[src/rtl/count_display_driver_pkg.sv]
// Shared constants, state encodings and helpers for the count display path.
// Holds 7-segment patterns, limits and the double-dabble nibble adjust.
package count_display_driver_pkg;

   localparam int NUM_DIGITS  = 4;
   localparam int MAX_DISPLAY = 9999;

   localparam logic [6:0] SEG_0     = 7'b1000000;
   localparam logic [6:0] SEG_1     = 7'b1111001;
   localparam logic [6:0] SEG_2     = 7'b0100100;
   localparam logic [6:0] SEG_3     = 7'b0110000;
   localparam logic [6:0] SEG_4     = 7'b0011001;
   localparam logic [6:0] SEG_5     = 7'b0010010;
   localparam logic [6:0] SEG_6     = 7'b0000010;
   localparam logic [6:0] SEG_7     = 7'b1111000;
   localparam logic [6:0] SEG_8     = 7'b0000000;
   localparam logic [6:0] SEG_9     = 7'b0010000;
   localparam logic [6:0] SEG_BLANK = 7'b1111111;

   typedef enum logic [1:0] {
      CONV_IDLE,
      CONV_SHIFT,
      CONV_DONE
   } conv_state_e;

   function automatic logic [6:0] seg_pattern(input logic [3:0] d);
      logic [6:0] p;
      unique case (d)
         4'd0:    p = SEG_0;
         4'd1:    p = SEG_1;
         4'd2:    p = SEG_2;
         4'd3:    p = SEG_3;
         4'd4:    p = SEG_4;
         4'd5:    p = SEG_5;
         4'd6:    p = SEG_6;
         4'd7:    p = SEG_7;
         4'd8:    p = SEG_8;
         4'd9:    p = SEG_9;
         default: p = SEG_BLANK;
      endcase
      return p;
   endfunction

   function automatic logic [13:0] clamp_value(input logic [13:0] v);
      return (v > 14'(MAX_DISPLAY)) ? 14'(MAX_DISPLAY) : v;
   endfunction

   // Add 3 to every nibble >= 5 so the following shift carries correctly.
   function automatic logic [15:0] dabble_adjust(input logic [15:0] s);
      logic [15:0] r;
      for (int i = 0; i < 4; i++) begin
         r[i*4 +: 4] = (s[i*4 +: 4] >= 4'd5) ? s[i*4 +: 4] + 4'd3
                                              : s[i*4 +: 4];
      end
      return r;
   endfunction

endpackage

[src/rtl/count_display_driver_bin14_to_bcd_seq.sv]
// Sequential 14-bit binary to 4-digit BCD converter (double dabble).
// Ports: load/value in; busy, one-cycle done with bcd[15:0] out.
module bin14_to_bcd_seq
   import count_display_driver_pkg::*;
(
   input  logic        clk,
   input  logic        rst,
   input  logic        load,
   input  logic [13:0] value,
   output logic        busy,
   output logic        done,
   output logic [15:0] bcd
);

   conv_state_e state_q, state_d;
   logic [13:0] bin_q, bin_d;
   logic [15:0] scr_q, scr_d;
   logic [3:0]  cnt_q, cnt_d;
   logic        pend_q, pend_d;
   logic [13:0] pval_q, pval_d;

   logic [15:0] adj;
   logic        start;
   logic [13:0] start_val;

   always_ff @(posedge clk or posedge rst) begin
      if (rst) begin
         state_q <= CONV_IDLE;
         bin_q   <= '0;
         scr_q   <= '0;
         cnt_q   <= '0;
         pend_q  <= 1'b0;
         pval_q  <= '0;
      end else begin
         state_q <= state_d;
         bin_q   <= bin_d;
         scr_q   <= scr_d;
         cnt_q   <= cnt_d;
         pend_q  <= pend_d;
         pval_q  <= pval_d;
      end
   end

   always_comb begin
      state_d = state_q;
      unique case (state_q)
         CONV_IDLE:  if (load) state_d = CONV_SHIFT;
         CONV_SHIFT: if (cnt_q == 4'd0) state_d = CONV_DONE;
         CONV_DONE:  state_d = (load || pend_q) ? CONV_SHIFT : CONV_IDLE;
         default:    state_d = CONV_IDLE;
      endcase
   end

   assign adj = dabble_adjust(scr_q);

   always_comb begin
      bin_d     = bin_q;
      scr_d     = scr_q;
      cnt_d     = cnt_q;
      pend_d    = pend_q;
      pval_d    = pval_q;
      start     = 1'b0;
      start_val = clamp_value(value);
      unique case (state_q)
         CONV_IDLE: start = load;
         CONV_SHIFT: begin
            scr_d = (adj << 1) | {15'd0, bin_q[13]};
            bin_d = {bin_q[12:0], 1'b0};
            cnt_d = cnt_q - 4'd1;
            if (load) begin
               pend_d = 1'b1;
               pval_d = clamp_value(value);
            end
         end
         CONV_DONE: begin
            // A load landing on DONE is newer than anything pending.
            pend_d = 1'b0;
            if (load) begin
               start = 1'b1;
            end else if (pend_q) begin
               start     = 1'b1;
               start_val = pval_q;
            end
         end
         default: ;
      endcase
      if (start) begin
         bin_d = start_val;
         scr_d = '0;
         cnt_d = 4'd13;
      end
   end

   always_comb begin
      busy = (state_q != CONV_IDLE);
      done = (state_q == CONV_DONE);
      bcd  = scr_q;
   end

endmodule

[src/rtl/count_display_driver.sv]
// Multiplexed common-anode 4-digit display driver fed by a BCD converter.
// Ports: value/load in; busy, seg[6:0] (active-low), an[3:0] (active-low).
module count_display_driver
   import count_display_driver_pkg::*;
#(
   parameter int REFRESH_DIV = 100_000,
   parameter int BLANK_LZ    = 1
) (
   input  logic        clk,
   input  logic        rst,
   input  logic [13:0] value,
   input  logic        load,
   output logic        busy,
   output logic [6:0]  seg,
   output logic [3:0]  an
);

   localparam int CW = $clog2(REFRESH_DIV);
   localparam logic [CW-1:0] TC = CW'(REFRESH_DIV - 1);

   logic        conv_done;
   logic [15:0] conv_bcd;

   logic [15:0]   digits_q, digits_d;
   logic [CW-1:0] scan_q, scan_d;
   logic [1:0]    idx_q, idx_d;
   logic [6:0]    seg_q, seg_d;
   logic [3:0]    an_q, an_d;

   logic [NUM_DIGITS-1:0] lit;
   logic [3:0]            cur_digit;

   bin14_to_bcd_seq u_conv (
      .clk   (clk),
      .rst   (rst),
      .load  (load),
      .value (value),
      .busy  (busy),
      .done  (conv_done),
      .bcd   (conv_bcd)
   );

   always_ff @(posedge clk or posedge rst) begin
      if (rst) begin
         digits_q <= '0;
         scan_q   <= '0;
         idx_q    <= '0;
         seg_q    <= SEG_0;
         an_q     <= 4'b1110;
      end else begin
         digits_q <= digits_d;
         scan_q   <= scan_d;
         idx_q    <= idx_d;
         seg_q    <= seg_d;
         an_q     <= an_d;
      end
   end

   // A digit stays lit once it or any higher digit is non-zero.
   always_comb begin
      lit[3] = (digits_q[15:12] != 4'd0);
      lit[2] = lit[3] | (digits_q[11:8] != 4'd0);
      lit[1] = lit[2] | (digits_q[7:4] != 4'd0);
      lit[0] = 1'b1;
      if (BLANK_LZ == 0) lit = '1;
   end

   always_comb begin
      digits_d  = conv_done ? conv_bcd : digits_q;
      scan_d    = scan_q + 1'b1;
      idx_d     = idx_q;
      if (scan_q == TC) begin
         scan_d = '0;
         idx_d  = idx_q + 2'd1;
      end
      cur_digit = digits_q[{idx_q, 2'b00} +: 4];
      seg_d     = SEG_BLANK;
      an_d      = 4'b1111;
      if (lit[idx_q]) begin
         seg_d = seg_pattern(cur_digit);
         an_d  = ~(4'b0001 << idx_q);
      end
   end

   assign seg = seg_q;
   assign an  = an_q;

endmodule

[config.mk]
export PLATFORM = sky130hd
export DESIGN_NAME = count_display_driver
export DESIGN_NICKNAME = d
export VERILOG_FILES = /design/src/rtl/count_display_driver_pkg.sv /design/src/rtl/count_display_driver_bin14_to_bcd_seq.sv /design/src/rtl/count_display_driver.sv
export SDC_FILE = /design/constraint.sdc
export NUM_CORES = 1
export LEC_CHECK = 0
export CAP_MARGIN = 20
export CORE_ASPECT_RATIO = 1.1
export CORE_MARGIN = 4
export CORE_UTILIZATION = 27
export CTS_CLUSTER_SIZE = 10
export DETAILED_ROUTE_END_ITERATION = 8
export GPL_TIMING_DRIVEN = 0
export PLACE_DENSITY = 0.43
export SYNTH_ARGS = -nofsm -noshare
export SYNTH_HDL_FRONTEND = slang
export SYNTH_SLANG_ARGS = --single-unit
[constraint.sdc]
create_clock -name clk -period 7.3 [get_ports clk]
set_input_delay 1.095 -clock clk [delete_from_list [all_inputs] [get_ports clk]]
set_output_delay 1.095 -clock clk [all_outputs]
set_load 0.1 [all_outputs]
==> results of run 1 <==
[layout by cell type (no fill, tap or decap), drive strengths merged, types with 5 or more instances in the layout]
cell,n
a21oi,25
a22o,6
and2,5
buf,10
clkbuf,23
clkdlybuf4s50,28
dfrtp,93
ha,19
inv,22
mux2,18
mux2i,12
nand2,39
nand2b,7
nand3,18
nor2,24
nor3,6
nor4,7
o21ai,38
o21bai,6
o22ai,7
or2,5
xnor2,11
xor2,9
[sequential cells by signal (all words and copies together) (netlist names)]
name            flops
an                  4
digits_q           16
idx_q               2
scan_q             17
seg                 7
u_conv.bcd         16
u_conv.bin_q       14
u_conv.cnt_q        4
u_conv.pend_q       1
u_conv.pval_q      14
u_conv.state_q      2
[routing by layer]
metal	vias to the layer above	share of wire, %	global-route usage (%)
met2	48	49	18.9
li1	1664	-	-
met3	16	2.8	2.16
met1	1671	46	14.3
met5	-	0	0
met4	0	2.0	4.74
[power breakdown]
group	internal [mW]	switching, mW
logic	0.303	0.471
registers	0.706	0.121
clock network	0.363	0.204
[through the flow]
step                utilization [%]  instances  instance area (um^2)  total power [mW]  setup slack, ns
global placement               31.1        711                  5330              1.60             1.98
CTS                            33.4        728                  5730              2.20             4.05
finish                         33.4        728                  5730              2.17             4.07
floorplan                         -        449                  4760              1.41             3.68
global route                   33.4        728                  5730              2.32             4.02
detailed placement             31.3        712                  5360              1.62             4.21
[synth_stat cells, drive strengths merged, types with 2 or more instances]
| library cell | n |
|---|---|
| mux4 | 4 |
| nand2b | 7 |
| xnor2 | 11 |
| nand2 | 39 |
| a211oi | 3 |
| or3 | 2 |
| o221ai | 2 |
| nor2b | 4 |
| nor2 | 24 |
| nand4 | 4 |
| clkbuf | 11 |
| mux2i | 12 |
| o21bai | 6 |
| o21ai | 38 |
| nor4 | 7 |
| a31o | 2 |
| a221o | 2 |
| or2 | 5 |
| and3 | 2 |
| inv | 22 |
| nor3b | 4 |
| mux2 | 18 |
| a211o | 2 |
| nand3 | 18 |
| o31ai | 3 |
| and2 | 5 |
| dfrtp | 93 |
| a21o | 2 |
| dfstp | 4 |
| ha | 19 |
| buf | 9 |
| o22ai | 7 |
| nor3 | 6 |
| a22o | 6 |
| or4b | 2 |
| xor2 | 9 |
| a21oi | 25 |
[kinds of logic after synthesis]
group / count (synthesis) / synth area share, %
mux: 34 / 8.67
buf+inv: 42 / 3.73
compound gates: 103 / 13.2
xor+xnor: 20 / 3.68
fa+ha+maj: 19 / 4.99
simple gates: 134 / 14.6
flops: 97 / 51.1
[path summary, 6_finish.rpt]
kind                                                end                           from  cells after the start  slack (ns)
max                                                busy  u_conv.state_q[0]$_DFFE_PP0P_                      2        4.07
min                        u_conv.pval_q[5]$_DFFE_PP0P_   u_conv.pval_q[5]$_DFFE_PP0P_                      2        0.47
max reg2reg                u_conv.bin_q[13]$_DFFE_PP0P_  u_conv.state_q[0]$_DFFE_PP0P_                      5        5.34
min reg2reg                u_conv.pval_q[5]$_DFFE_PP0P_   u_conv.pval_q[5]$_DFFE_PP0P_                      2        0.47
max in group asynchronous              seg[6]$_DFF_PP1_                            rst                      3        5.42
min in group asynchronous  u_conv.pval_q[6]$_DFFE_PP0P_                            rst                      2        1.15
[tightest hold or removal path, stage by stage, from the launching register on]
cell	delay [ns]
dfrtp_1	0.34
nand2_1	0.05
nand2_1	0.06
[area by class of cell]
cell class | count | area (um^2)
Buffer | 20 | 95.1
Clock buffer | 12 | 267
Clock inverter | 4 | 97.6
Fill cell | 1793 | 11400
Inverter | 22 | 85.1
Multi-Input combinational cell | 310 | 2150
Sequential cell | 97 | 2430
Tap cell | 234 | 293
Timing Repair Buffer | 29 | 308
==> flow_metrics.env, run 1 <==
export IMPL_clockBufferDepth=2
export IMPL_grt_pass1_wl_um=17800
export IMPL_cp_top_family="buffers and inverters"
export IMPL_die_area_um2=19800
export IMPL_ant_nets=0
export IMPL_crit_chain="or2_2 > clkdlybuf4s50_1"
export IMPL_peakVddDrop_mv=0.145
export IMPL_die_width_um=135
export IMPL_tightest_slew_ns=0.980
export IMPL_root_buffer="clkbuf_16"
export IMPL_gp_congestion=0.752
export IMPL_fin_crit_sh_pct=44.2
export IMPL_drt_pre_antenna_iters=4
export IMPL_place_hpwl_um=7510
export IMPL_cts_hold_buf=0
export IMPL_drv_slew=0
export IMPL_coreArea_um2=17100
export IMPL_fin_worst_skew_ns=0.00408
export IMPL_cp_max_fo=9
export IMPL_via_per_inst=4.67
export IMPL_yosys_top_cells_area="dfrtp_1, ha_1, mux2_2"
export IMPL_crit_type="reg -> out"
export IMPL_grt_max_degree=60
export IMPL_clk_insertion_delay_late_ns=0.34
export IMPL_port_buffers=28
export IMPL_status="complete, no violations"
export IMPL_synth_top_area_share_pct=48.9
export IMPL_avgSynthCellArea_um2=10.6
export IMPL_power_density_nw_per_um2=378
export IMPL_postCtsSetupBuffers=0
export IMPL_antenna_found_initial=0
export IMPL_ctsResizeCount=0
export IMPL_crit_required_ns=6.20
export IMPL_worst_path_max_delay_cell="clkdlybuf4s50_1"
export IMPL_period_minus_slack_ns=3.23
export IMPL_grt_setup_unrepaired="no"
export IMPL_cp_end_kind="output port"
export IMPL_drtIter0Drc=139
export IMPL_wl_um=10600
export IMPL_fmax_mhz=310
export IMPL_leakage_nw=2.50
export IMPL_hold_viol=0
export IMPL_start_util_pct=27.8
export IMPL_clk_pin_slew_ns=0.07
export IMPL_nets=525
export IMPL_cts_htree_levels=3
export IMPL_wl_per_cell_um=14.6
export IMPL_hold_path_class="reg -> reg"
export IMPL_drive_gt1_share_pct=12.6
export IMPL_async_reset_ff_share_pct=100
export IMPL_critPathLaunchType="register"
export IMPL_synth_top_area_cell="dfrtp_1"
export IMPL_arrival_ns=2.13
export IMPL_ys_seq_area_share_pct=51.1
export IMPL_grt_pass1_vias=3511
export IMPL_maxCapViolCount=0
export IMPL_ys_seq_elements=97
export IMPL_dieHeight_um=147
export IMPL_cts_tree="yes"
export IMPL_synth_area_um2=4760
export IMPL_fin_setup_tns_ns=0
export IMPL_boundaryPins=29
export IMPL_synth_nets=485
export IMPL_synthFlopType="dfrtp_1"
export IMPL_cts_buffers=9
export IMPL_max_stage_delay_ns=1.13
export IMPL_netlist_instances=449
export IMPL_yosys_cell_types_count=55
export IMPL_path_buf_inv=1
export IMPL_ys_warnings_count=0
export IMPL_setup_violations=0
export IMPL_synth_edf_count=0
export IMPL_grt_usage_pct=11.3
export IMPL_overflow=0
export IMPL_rows=50
export IMPL_slew_headroom_pct=34.5
export IMPL_cts_sinks=97
export IMPL_n_antenna_cell=0
export IMPL_syn2layout_area_growth_pct=20.3
export IMPL_num_vias=3399
export IMPL_whs_ns=0.474
export IMPL_route_detailed_drc=0
No activity file was read; power rests on OpenSTA's default activity.
==> run 2: changes to the inputs <==
==> constraint.sdc (replaced) <==
create_clock -name clk -period 3 [get_ports clk]
set_input_delay 0.45 -clock clk [delete_from_list [all_inputs] [get_ports clk]]
set_output_delay 0.45 -clock clk [all_outputs]
set_load 0.1 [all_outputs]
==> results of run 2 <==
Same layout as run 1 (identical final DEF). Status: complete, no violations.
Main changes from that run: setup slack after placement 4.21 ns -> 0.557 ns; setup slack after layout 4.07 ns -> 0.417 ns; register-to-register setup slack 5.34 ns -> 1.04 ns; total power 2.17 mW -> 5.28 mW; worst IR drop on VDD 0.145 mV -> 0.352 mV
==> run 3: changes to the inputs <==
--- a/config.mk
+++ b/config.mk
@@ -12,7 +12,7 @@
 export CTS_CLUSTER_SIZE = 10
 export DETAILED_ROUTE_END_ITERATION = 8
 export GPL_TIMING_DRIVEN = 0
-export PLACE_DENSITY = 0.43
+export PLACE_DENSITY_LB_ADDON = 0.15
 export SYNTH_ARGS = -nofsm -noshare
 export SYNTH_HDL_FRONTEND = slang
 export SYNTH_SLANG_ARGS = --single-unit
==> run 3 against run 2 <==
Worst hold slack got worse by 0.0034 ns. Cell area decreased by 1.5%. Clock skew increased by 0.0026 ns. Power down 5.1%. Routed wire length is 1.7% higher. Critical endpoint unchanged. Critical path type unchanged. Flip-flop and latch count unchanged. Sequential power about the same.
==> flow_metrics.env, run 3 (synthesis gave the netlist of run 1 again) <==
export IMPL_status="complete, no violations"
export IMPL_grt_max_degree=51
export IMPL_num_vias=3423
export IMPL_grt_setup_unrepaired="no"
export IMPL_critPathLaunchType="register"
export IMPL_drv_slew=0
export IMPL_die_width_um=135
export IMPL_worst_path_max_delay_cell="clkdlybuf4s50_1"
export IMPL_cp_max_fo=9
export IMPL_tightest_slew_ns=0.984
export IMPL_arrival_ns=2.15
export IMPL_reg2reg_slack_ns=1.03
export IMPL_drt_pre_antenna_iters=4
export IMPL_hold_path_class="reg -> reg"
export IMPL_crit_required_ns=2.55
export IMPL_timing_final_ws_setup_ns=0.403
export IMPL_port_buffers=28
export IMPL_r2r_cells=5
export IMPL_min_to="u_conv.pval_q[5]$_DFFE_PP0P_"
export IMPL_cts_tree="yes"
export IMPL_grt_pass1_wl_um=17900
export IMPL_gp_congestion=0.736
export IMPL_crit_reg2reg_launch="u_conv.state_q[1]$_DFFE_PP0P_"
export IMPL_num_fill_cells=1781
export IMPL_cp_top_family="buffers and inverters"
export IMPL_slew_headroom_pct=34.2
export IMPL_maxCapViolCount=0
export IMPL_ctsResizeCount=0
export IMPL_boundaryPins=29
export IMPL_hold_viol=0
export IMPL_crit_type="reg -> out"
export IMPL_power_density_nw_per_um2=887
export IMPL_fin_setup_tns_ns=0
export IMPL_leakage_nw=2.46
export IMPL_drtIter0Drc=140
export IMPL_fmax_mhz=385
export IMPL_largest_reg_flops=17
export IMPL_startpoint="u_conv.state_q[0]$_DFFE_PP0P_"
export IMPL_grt_pass1_vias=3430
export IMPL_cts_sinks=97
export IMPL_peakVddDrop_mv=0.430
export IMPL_place_hpwl_um=7360
export IMPL_dieHeight_um=147
export IMPL_path_buf_inv=1
export IMPL_clockBufferDepth=2
export IMPL_die_area_um2=19800
export IMPL_rr_endpoint="u_conv.bin_q[13]$_DFFE_PP0P_"
export IMPL_rows=50
export IMPL_fin_crit_sh_pct=86.6
export IMPL_crit_chain="or2_2 > clkdlybuf4s50_1"
export IMPL_power_mw=5.01
export IMPL_pre_cts_slack_ns=0.503
export IMPL_n_antenna_cell=0
export IMPL_postLayoutCoreUtil_pct=32.9
export IMPL_wl_per_cell_um=14.8
export IMPL_hold_start="u_conv.pval_q[5]$_DFFE_PP0P_"
export IMPL_cts_buffers=9
export IMPL_clk_pin_slew_ns=0.07
export IMPL_clk_insertion_delay_late_ns=0.35
export IMPL_postCtsSetupBuffers=0
export IMPL_overflow=0
export IMPL_final_common_cell="dfrtp_1"
export IMPL_wl_um=10800
export IMPL_setup_violations=0
export IMPL_coreArea_um2=17100
export IMPL_syn2layout_area_growth_pct=18.5
export IMPL_drive_gt1_share_pct=11.9
export IMPL_nets=525
export IMPL_via_per_inst=4.70
export IMPL_max_stage_delay_ns=1.12
export IMPL_start_util_pct=27.8
export IMPL_route_detailed_drc=0
export IMPL_ant_nets=0
export IMPL_top_register="scan_q"
export IMPL_period_minus_slack_ns=2.60
export IMPL_cts_htree_levels=3
export IMPL_final_cell_mix="dfrtp_1, nand2_1, o21ai_0, clkdlybuf4s50_1, a21oi_1"
export IMPL_whs_path_depth=2
export IMPL_grt_usage_pct=11.4
export IMPL_antenna_found_initial=0
export IMPL_cts_hold_buf=0
export IMPL_root_buffer="clkbuf_16"
export IMPL_cp_end_kind="output port"
export IMPL_fin_worst_skew_ns=0.00665
[run 3: metrics by stage]
stage / cells / cell area [um^2] / hold slack, ns
after floorplan: 449 / 4760 / 0.441
after global placement: 711 / 5330 / 0.458
after detailed placement: 712 / 5360 / 0.459
after CTS: 728 / 5640 / 0.474
after global routing: 728 / 5640 / 0.488
final: 728 / 5640 / 0.471
[run 3: worst max-delay path by stage]
stage | end | slack, ns | cells after the start
final | busy | 0.40 | 2
after CTS | busy | 0.37 | 2
after detailed placement | u_conv.bin_q[13]$_DFFE_PP0P_ | 0.50 | 6
after global placement | seg[1]$_DFF_PP0_ | -1.65 | 2
after floorplan | an[0]$_DFF_PP0_ | 0.02 | 1
after global routing | busy | 0.33 | 2
[run 3: power by group]
part / internal [mW] / total, mW / switching, mW
logic: 0.737 / 1.88 / 1.15
registers: 1.72 / 2.01 / 0.295
clock network: 0.610 / 1.11 / 0.500
[run 3: final cells by class]
cell class / count / area [um^2] / share of cell area (%)
Buffer: 20 / 95.1 / 1.69
Clock buffer: 14 / 264 / 4.68
Clock inverter: 2 / 15.0 / 0.266
Inverter: 22 / 85.1 / 1.51
Multi-Input combinational cell: 310 / 2150 / 38.1
Sequential cell: 97 / 2430 / 43.1
Tap cell: 234 / 293 / 5.19
Timing Repair Buffer: 29 / 308 / 5.45
[run 3: worst register-to-register path, delay by kind of cell, from the launching register on]
kind | cells | cell delay (ns)
buffers and inverters | 1 | 0.53
flip-flops | 1 | 0.39
AND/OR/NAND/NOR | 1 | 0.46
AO/OA/AOI/OAI | 3 | 0.52
[run 3: per-layer routing]
metal	up-vias	track usage, %	wire (um)
met4	0	4.84	221
met3	15	1.95	316
met2	54	18.8	5180
met1	1681	14.8	5080
met5	-	0	0
li1	1673	-	-
